[src/rtl/stack_pkg.sv]
// Shared encodings for the call/return stack sequencer.
// Pop order, FSM state and last-grant types.
package stack_pkg;

  localparam logic POP_LIFO = 1'b0;
  localparam logic POP_FIFO = 1'b1;

  typedef enum logic {
    ST_RUN  = 1'b0,
    ST_HALT = 1'b1
  } state_t;

  typedef enum logic {
    GNT_PUSH = 1'b0,
    GNT_POP  = 1'b1
  } gnt_t;

endpackage

[src/rtl/shift_stack_mem.sv]
// DEPTH x WIDTH shift stack; entry 0 is the newest.
// Ports: clk, rst, clr, push/lifo_pop/fifo_pop strobes,
// push_data in; count, head (entry 0), tail (entry count-1) out.
module shift_stack_mem #(
  parameter  int WIDTH = 8,
  parameter  int DEPTH = 4,
  localparam int CNT_W = $clog2(DEPTH + 1)
) (
  input  logic             clk,
  input  logic             rst,
  input  logic             clr,
  input  logic             push,
  input  logic             lifo_pop,
  input  logic             fifo_pop,
  input  logic [WIDTH-1:0] push_data,
  output logic [CNT_W-1:0] count,
  output logic [WIDTH-1:0] head,
  output logic [WIDTH-1:0] tail
);

  logic [WIDTH-1:0] mem [DEPTH];
  logic [CNT_W-1:0] tail_idx;

  assign tail_idx = count - CNT_W'(1);
  assign head     = mem[0];

  always_comb begin
    tail = '0;
    for (int i = 0; i < DEPTH; i++) begin
      if (CNT_W'(i) == tail_idx) tail = mem[i];
    end
  end

  // Strobes are one-hot by construction
  // (at most one grant per cycle).
  always_ff @(posedge clk) begin
    if (rst || clr) begin
      for (int i = 0; i < DEPTH; i++) mem[i] <= '0;
      count <= '0;
    end else begin
      unique case (1'b1)
        push: begin
          mem[0] <= push_data;
          for (int i = 1; i < DEPTH; i++)
            mem[i] <= mem[i-1];
          count <= count + CNT_W'(1);
        end
        lifo_pop: begin
          for (int i = 0; i < DEPTH - 1; i++)
            mem[i] <= mem[i+1];
          mem[DEPTH-1] <= '0;
          count <= count - CNT_W'(1);
        end
        fifo_pop: begin
          for (int i = 0; i < DEPTH; i++) begin
            if (CNT_W'(i) == tail_idx) mem[i] <= '0;
          end
          count <= count - CNT_W'(1);
        end
        default: ;
      endcase
    end
  end

endmodule

[src/rtl/stack_seq_ctrl.sv]
// Push/pop arbiter, RUN/HALT FSM and error flags for the call stack.
// Ports: push/pop handshakes, flush, err_clr; count/full/empty, errs, halted.
module stack_seq_ctrl
  import stack_pkg::*;
#(
  parameter  int WIDTH      = 8,
  parameter  int DEPTH      = 4,
  parameter  bit STICKY_ERR = 1'b1,
  localparam int CNT_W      = $clog2(DEPTH + 1)
) (
  input  logic             clk,
  input  logic             rst,
  input  logic             push_req,
  input  logic [WIDTH-1:0] push_data,
  output logic             push_gnt,
  input  logic             pop_req,
  input  logic             pop_mode,
  output logic             pop_gnt,
  output logic             pop_valid,
  output logic [WIDTH-1:0] pop_data,
  input  logic             flush,
  input  logic             err_clr,
  output logic [CNT_W-1:0] count,
  output logic             full,
  output logic             empty,
  output logic             ovf_err,
  output logic             unf_err,
  output logic             halted
);

  state_t           state_q, state_d;
  gnt_t             last_gnt;
  logic             ovf_q, ovf_d;
  logic             unf_q, unf_d;
  logic             run;
  logic             legal_push, legal_pop;
  logic             ovf_ev, unf_ev;
  logic [WIDTH-1:0] head, tail;

  assign full       = count == CNT_W'(DEPTH);
  assign empty      = count == '0;
  assign run        = (state_q == ST_RUN) && !rst && !flush;
  assign legal_push = push_req && !full;
  assign legal_pop  = pop_req && !empty;
  assign ovf_ev     = run && push_req && full;
  assign unf_ev     = run && pop_req && empty;
  assign ovf_err    = ovf_q | ovf_ev;
  assign unf_err    = unf_q | unf_ev;
  assign halted     = state_q == ST_HALT;

  // Ties go to whichever side was not granted last.
  always_comb begin
    push_gnt = 1'b0;
    pop_gnt  = 1'b0;
    if (run) begin
      if (legal_push && legal_pop) begin
        push_gnt = last_gnt == GNT_POP;
        pop_gnt  = last_gnt == GNT_PUSH;
      end else begin
        push_gnt = legal_push;
        pop_gnt  = legal_pop;
      end
    end
  end

  always_comb begin
    state_d = state_q;
    ovf_d   = ovf_q;
    unf_d   = unf_q;
    unique case (state_q)
      ST_RUN: begin
        if (STICKY_ERR && (ovf_ev || unf_ev)) begin
          state_d = ST_HALT;
          ovf_d   = ovf_q | ovf_ev;
          unf_d   = unf_q | unf_ev;
        end
      end
      ST_HALT: begin
        if (err_clr) begin
          state_d = ST_RUN;
          ovf_d   = 1'b0;
          unf_d   = 1'b0;
        end
      end
    endcase
  end

  always_ff @(posedge clk) begin
    if (rst) begin
      state_q  <= ST_RUN;
      ovf_q    <= 1'b0;
      unf_q    <= 1'b0;
      last_gnt <= GNT_POP;
    end else begin
      state_q <= state_d;
      ovf_q   <= ovf_d;
      unf_q   <= unf_d;
      if (push_gnt)
        last_gnt <= GNT_PUSH;
      else if (pop_gnt)
        last_gnt <= GNT_POP;
    end
  end

  always_ff @(posedge clk) begin
    if (rst) begin
      pop_valid <= 1'b0;
      pop_data  <= '0;
    end else begin
      pop_valid <= pop_gnt;
      if (pop_gnt)
        pop_data <= (pop_mode == POP_FIFO) ? tail : head;
    end
  end

  shift_stack_mem #(
    .WIDTH (WIDTH),
    .DEPTH (DEPTH)
  ) u_mem (
    .clk       (clk),
    .rst       (rst),
    .clr       (flush),
    .push      (push_gnt),
    .lifo_pop  (pop_gnt && pop_mode == POP_LIFO),
    .fifo_pop  (pop_gnt && pop_mode == POP_FIFO),
    .push_data (push_data),
    .count     (count),
    .head      (head),
    .tail      (tail)
  );

endmodule

[config.mk]
export PLATFORM = sky130hd
export DESIGN_NAME = stack_seq_ctrl
export DESIGN_NICKNAME = d
export VERILOG_FILES = /design/src/rtl/stack_pkg.sv /design/src/rtl/shift_stack_mem.sv /design/src/rtl/stack_seq_ctrl.sv
export SDC_FILE = /design/constraint.sdc
export NUM_CORES = 1
export LEC_CHECK = 0
export CAP_MARGIN = 30
export CORE_MARGIN = 2
export CORE_UTILIZATION = 59
export DETAILED_ROUTE_END_ITERATION = 12
export PLACE_DENSITY = 0.91
export RECOVER_POWER = 100
export SYNTH_ARGS = -nofsm -noshare
export SYNTH_HDL_FRONTEND = slang
export SYNTH_SLANG_ARGS = --single-unit
[constraint.sdc]
create_clock -name clk -period 4.3 [get_ports clk]
set_input_delay 0.43 -clock clk [delete_from_list [all_inputs] [get_ports clk]]
set_output_delay 0.43 -clock clk [all_outputs]
set_load 0.05 [all_outputs]
Word-level counts from Yosys, hierarchy flattened
Memories as Yosys holds them, arrays and structs flattened.
Index checks and enable logic that the tools add are counted.
Storage, ports and cells
  logic and storage cells: 112
  output and inout bits: 19
  RAM bits: 32
  flip-flop bits (word level): 16
  memories: 1
Operators by class
  add/sub/neg operators: 2
  equal/unequal tests: 6
  reductions and logical operators: 23
  bitwise gates (word level): 17
  multiplexer cells: 56
Memories
  u_mem.mem: depth 4, bits a word 8, read ports 4, clocked after Yosys merged registers in 0, wr ports 4, line shift_stack_mem.sv:21  | logic [WIDTH-1:0] mem [DEPTH];
Operator list (number)
  8-bit 2-to-1 mux: 17
  1-bit 2-to-1 mux: 35
  1-bit bitwise OR: 14
  1-bit logical AND: 11
  2-bit by 3-bit equality test with 1-bit output (first input constant): 2
  3-bit zero test: 2
  1-bit case mux with 2 select lines: 3
  3-bit case mux with 2 select lines: 1
  1-bit zero test: 4
  2-bit nonzero test: 2
  3-bit by 1-bit adder with 3-bit output (second input constant): 1
  1-bit by 3-bit equality test with 1-bit output (first input constant): 1
  3-bit equality test (second input constant): 1
  1-bit inverter: 3
  3-bit by 1-bit subtractor with 3-bit output (second input constant): 1
  1-bit logical OR: 2
  2-bit by 1-bit inequality test with 1-bit output (second input constant): 1
  2-bit inequality test (second input constant): 1
  2-bit AND reduction: 1
  2-bit OR reduction: 1

Depth between registers and ports, before layout
  word-level depth: 12
  depth in mapped cells: 9
  depth with buffers taken out: 8

Hierarchy
A second synthesis with hierarchy kept.
Second synthesis, totals
  cell total of the unflattened synthesis: 285
  area, all modules: 2583.7 um^2
Modules (own cells, without submodules)
  shift_stack_mem: seq. area each 700.7 um^2, times used 1, cells an instance 217, area an instance 1865.5 um^2
  stack_seq_ctrl: seq. area each 260.2 um^2, times used 1, cells an instance 68, area an instance 718.2 um^2

Worst setup path before layout
OpenSTA, ideal clock, no wires.
  path kind: reg2out
  start point: register u_mem.count[0]
  end point: output push_gnt
  path buffers: 1
  required time: 3.870 ns
  cell stages (with the launch flop): 8
  arrival time: 2.372 ns
  slack: 1.498 ns
  cell sequence: dfxtp_1 > inv_1 > ha_1 > nand2b_1 > buf_4 > inv_1 > nor3b_2 > nor2_1
On the way
  cells in the longest elaborated chain, start to end: 6
  elaborated cells between the ends (all ways): 9
RTL lines
  start: declaration: line shift_stack_mem.sv:16  | output logic [CNT_W-1:0] count,
  start signal: assignment: line shift_stack_mem.sv:46  | count <= count + CNT_W'(1);
  start signal: assignment: line shift_stack_mem.sv:52  | count <= count - CNT_W'(1);
  start signal: assignment: line shift_stack_mem.sv:58  | count <= count - CNT_W'(1);
  3-bit zero test: line stack_seq_ctrl.sv:41  | assign empty = count == '0;
  via empty: line stack_seq_ctrl.sv:25  | output logic empty,
  1-bit zero test: line stack_seq_ctrl.sv:44  | assign legal_pop = pop_req && !empty;
  1-bit logical AND: line stack_seq_ctrl.sv:44
  1-bit logical AND: line stack_seq_ctrl.sv:56  | if (legal_push && legal_pop) begin
  1-bit 2-to-1 mux: line stack_seq_ctrl.sv:56
  1-bit 2-to-1 mux: line stack_seq_ctrl.sv:55  | if (run) begin
  end: declaration: line stack_seq_ctrl.sv:15  | output logic push_gnt,
The timed path passes the listed nets, and every way through them passes these cells.

Worst setup path after layout
  start point: register u_mem.count[0]
  end point: output pop_gnt
On the way
  cells in the longest elaborated chain, start to end: 6
  elaborated cells between the ends (all ways): 9
RTL lines
  3-bit equality test / 3-bit zero test (equally long branches): line stack_seq_ctrl.sv:40, stack_seq_ctrl.sv:41
  1-bit zero test (on tied branches): line stack_seq_ctrl.sv:43, stack_seq_ctrl.sv:44
  1-bit logical AND (on tied branches): line stack_seq_ctrl.sv:43, stack_seq_ctrl.sv:44
  1-bit logical AND: line stack_seq_ctrl.sv:56
  1-bit 2-to-1 mux (*): line stack_seq_ctrl.sv:56
  1-bit 2-to-1 mux (*): line stack_seq_ctrl.sv:55
  end: declaration: line stack_seq_ctrl.sv:18  | output logic pop_gnt,
Mark *: on every way between the ends. The rest lies on a longest branch, timed or not.

==> reports/results.tsv <==
stage	metric	value	unit
outcome	outcome	complete, but fails checks	
outcome	violations	capacitance limit, slew limit	
global_routing	grt_usage	0.277	
clock_network	clk_latency	0.31	ns
yosys	synth-simple-area-share	0.226	
finish	fin_cells	368	
route	wl_per_cell	18.0	µm
yosys	synth_top_family_by_area	compound AO/OA/AOI/OAI gates	
hold_path	hold_depth	2	
sta	layout_worst_path_cycle_share	0.799	
worst_setup_path	path_class	reg -> out	
sta	slew_headroom	-0.000434	
yosys	synth_top_cell_area_share	0.373	
finish	ff_latch_area	961	µm²
yosys	yosys.area_share.adder	0.0292	
global_routing	grt_first_pass_wirelength	10900	µm
yosys	netlist_instances	295	
route	dr.pass1.iters	6	
clock_network	htree_levels	2	
yosys	yosysSeqAreaShare	0.373	
sta	worst_pin_slew	1.49	ns
route	drtIter0Drc	263	
yosys	avgSynthCellArea	8.73	µm²
worst_setup_path	worstSetupStartpoint	u_mem.count[0]$_SDFFE_PP0P_	
pwr	pwr_density_cell	276	nW/µm²
hold_path	holdPathEnd	u_mem.mem[0][4]$_SDFFE_PP0P_	
worst_setup_path	reg2regPathDepth	9	
clock_network	cts_max_path_buffers	2	
floorplan	core	4260	µm²
worst_setup_path	cp-end-kind	output pin	
global_routing	grt-ovfl-total	0	
yosys	synth_cell_types	41	
yosys	synth_edf_count	0	
placed_design	port_buffers	33	
clock_network	cts-buffers-inserted	5	
yosys	syn-num-nets	316	
route	drc	0	
clock_network	root_buffer	clkbuf_8	
yosys	synthTopCellsByArea	dfxtp_1 37%, nand3_1 6.4%, a21oi_1 5.4%	
yosys	async_reset_ff_frac	0	
pwr	leakage	1.10	nW
yosys	synth_common_cells	48 x dfxtp_1, 33 x nand3_1, 28 x a21oi_1, 22 x nand2_1, 12 x nor2_1	
yosys	yosys_warnings	0	
worst_setup_path	r2r_end	pop_data[2]$_SDFFE_PP0N_	
yosys	synth_area	2570	µm²
clock_network	clock-sinks	48	
route	routed-via-count	2479	
global_routing	antenna_found_initial	0	
clock_network	cts_hold_buffers	0	
route	ant_nets	0	
clock_network	post-cts-setup-buffers	0	
floorplan	io_pins	34	
floorplan	start_util	0.604	
hold_path	holdCritPathClass	reg -> reg	
floorplan	fp.dieArea	4910	µm²
floorplan	die_y	70.1	µm
worst_setup_path	critical_path_peak_fanout	13	
yosys	synth_area_leader_cell	dfxtp_1	
clock_network	cts-resized-gates	0	
placed_design	placed_cells	360	
worst_setup_path	r2r_slack	0.97	ns
yosys	synth_xor_area_frac	0.00680	
route	drt-total-wl	6620	µm
sta	hold_violations	0	
yosys	synth-seq-cells	48	
sta	fin_worst_skew	0.00863	ns
run	maxCapViolCount	1	
worst_setup_path	required	3.87	ns
global_routing	grt_max_degree	35	
sta	rsz0062_at_grt	false	
clock_network	clk_pin_slew	0.09	ns
floorplan	rows	24	
placed_design	gp_congestion	0.901	
finish	antenna_cells	0	
route	viasPerCell	6.74	
hold_path	hp-start	u_mem.mem[0][4]$_SDFFE_PP0P_	
yosys	synth_compound_area_frac	0.264	
clock_network	cts_tree	done	
sta	setup_viol	0	
yosys	synth_most_common_cell	dfxtp_1	
yosys	synth_ff_type	dfxtp_1	
floorplan	die_x	70.1	µm
placed_design	dpl.hpwl	4610	µm
worst_setup_path	rr_startpoint	u_mem.count[0]$_SDFFE_PP0P_	
finish	multiInputGateArea	1430	µm²
pwr	max-vdd-ir-drop	196	µV
sta	fmax	291	MHz
yosys	muxShareOfSynthArea	0.0389	
finish	fin_nets	336	
worst_setup_path	critPathLaunchType	flip-flop	
sta	fin_crit	3.43	ns
global_routing	grt_pass1_vias	2412	
finish	drive_above_1_share	0.0475	
finish	area_growth	13.8	%
worst_setup_path	critPathArrivalTime	3.00	ns
sta	drv_slew	1	
finish	fill_cells	355	
sta	setup_tns	0	ns
through the flow:
stage          worst slack [ns]   util  hold WS, ns  cell area [µm²]  power, W
6_report                  0.865  0.687        0.515             2930  0.000808
4_1_cts                   0.862  0.695        0.517             2960  0.000809
5_1_grt                   0.640  0.687        0.528             2930  0.000835
3_5_place_dp               1.05  0.674        0.505             2870  0.000541
2_1_floorplan              1.50      -        0.465             2570  0.000514
3_3_place_gp               1.10  0.674        0.494             2870  0.000540
sequential cells by signal, summed over array words and instances (netlist names):
register	count
halted	1
last_gnt	1
ovf_q	1
pop_data	8
pop_valid	1
u_mem.count	3
u_mem.mem	32
unf_q	1
placed cells by master (no fill, tap or decap), types with 2 or more instances in the layout:
master	n
clkdlybuf4s50_1	14
a21o_1	2
nor2b_1	11
nand2_1	23
a32oi_1	10
a211oi_1	8
xnor2_1	2
ha_1	6
clkbuf_8	6
o211ai_1	9
a21oi_1	28
clkbuf_1	3
dlygate4sd3_1	19
nand3b_1	9
nor2_1	12
inv_1	7
a221o_1	8
buf_4	3
nand2b_1	2
o32ai_1	8
nand3_1	33
mux2i_1	10
and3_1	11
a31oi_1	10
dfxtp_1	48
where the power goes:
group | total (W) | internal (W) | switching (W)
Sequential | 0.000457 | 0.000450 | 0.00000694
Combinational | 0.0000730 | 0.0000299 | 0.0000431
Clock | 0.000278 | 0.000131 | 0.000147
metal layers:
layer,vias up,global-route usage,wire length (µm)
met2,160,0.476,3240
met3,28,0.0447,477
met5,-,0,0
met1,1140,0.340,2690
li1,1151,-,-
met4,0,0.126,208
worst max-delay path: stages (launching register included):
cell and delay, ns:
dfxtp_1 0.40, inv_1 0.12, ha_1 0.37, nand2_1 0.23, inv_1 0.14, o211ai_1 0.42, clkinv_1 0.21, dlygate4sd3_1 0.80
cell families after synthesis:
kind of cell / Yosys count
and+or+nand+nor: 107
AOI/OAI and AO/OA: 90
DFF: 48
buffers and inverters: 32
muxes: 10
adders and majority gates: 6
xor gates and xnor gates: 2
how the worst max path moves through the flow:
stage	slack [ns]	endpoint
global route	0.64	push_gnt
finish	0.87	pop_gnt
detailed placement	1.05	push_gnt
global placement	1.10	push_gnt
floorplan	1.50	push_gnt
CTS	0.86	push_gnt
cell type report:
type / count / area share
multi-input combinational: 215 / 0.487
sequential: 48 / 0.328
timing repair buffer: 37 / 0.122
clock buffer: 8 / 0.0308
tap: 52 / 0.0222
inverter: 8 / 0.0103
(Power assumes the default switching activity.)
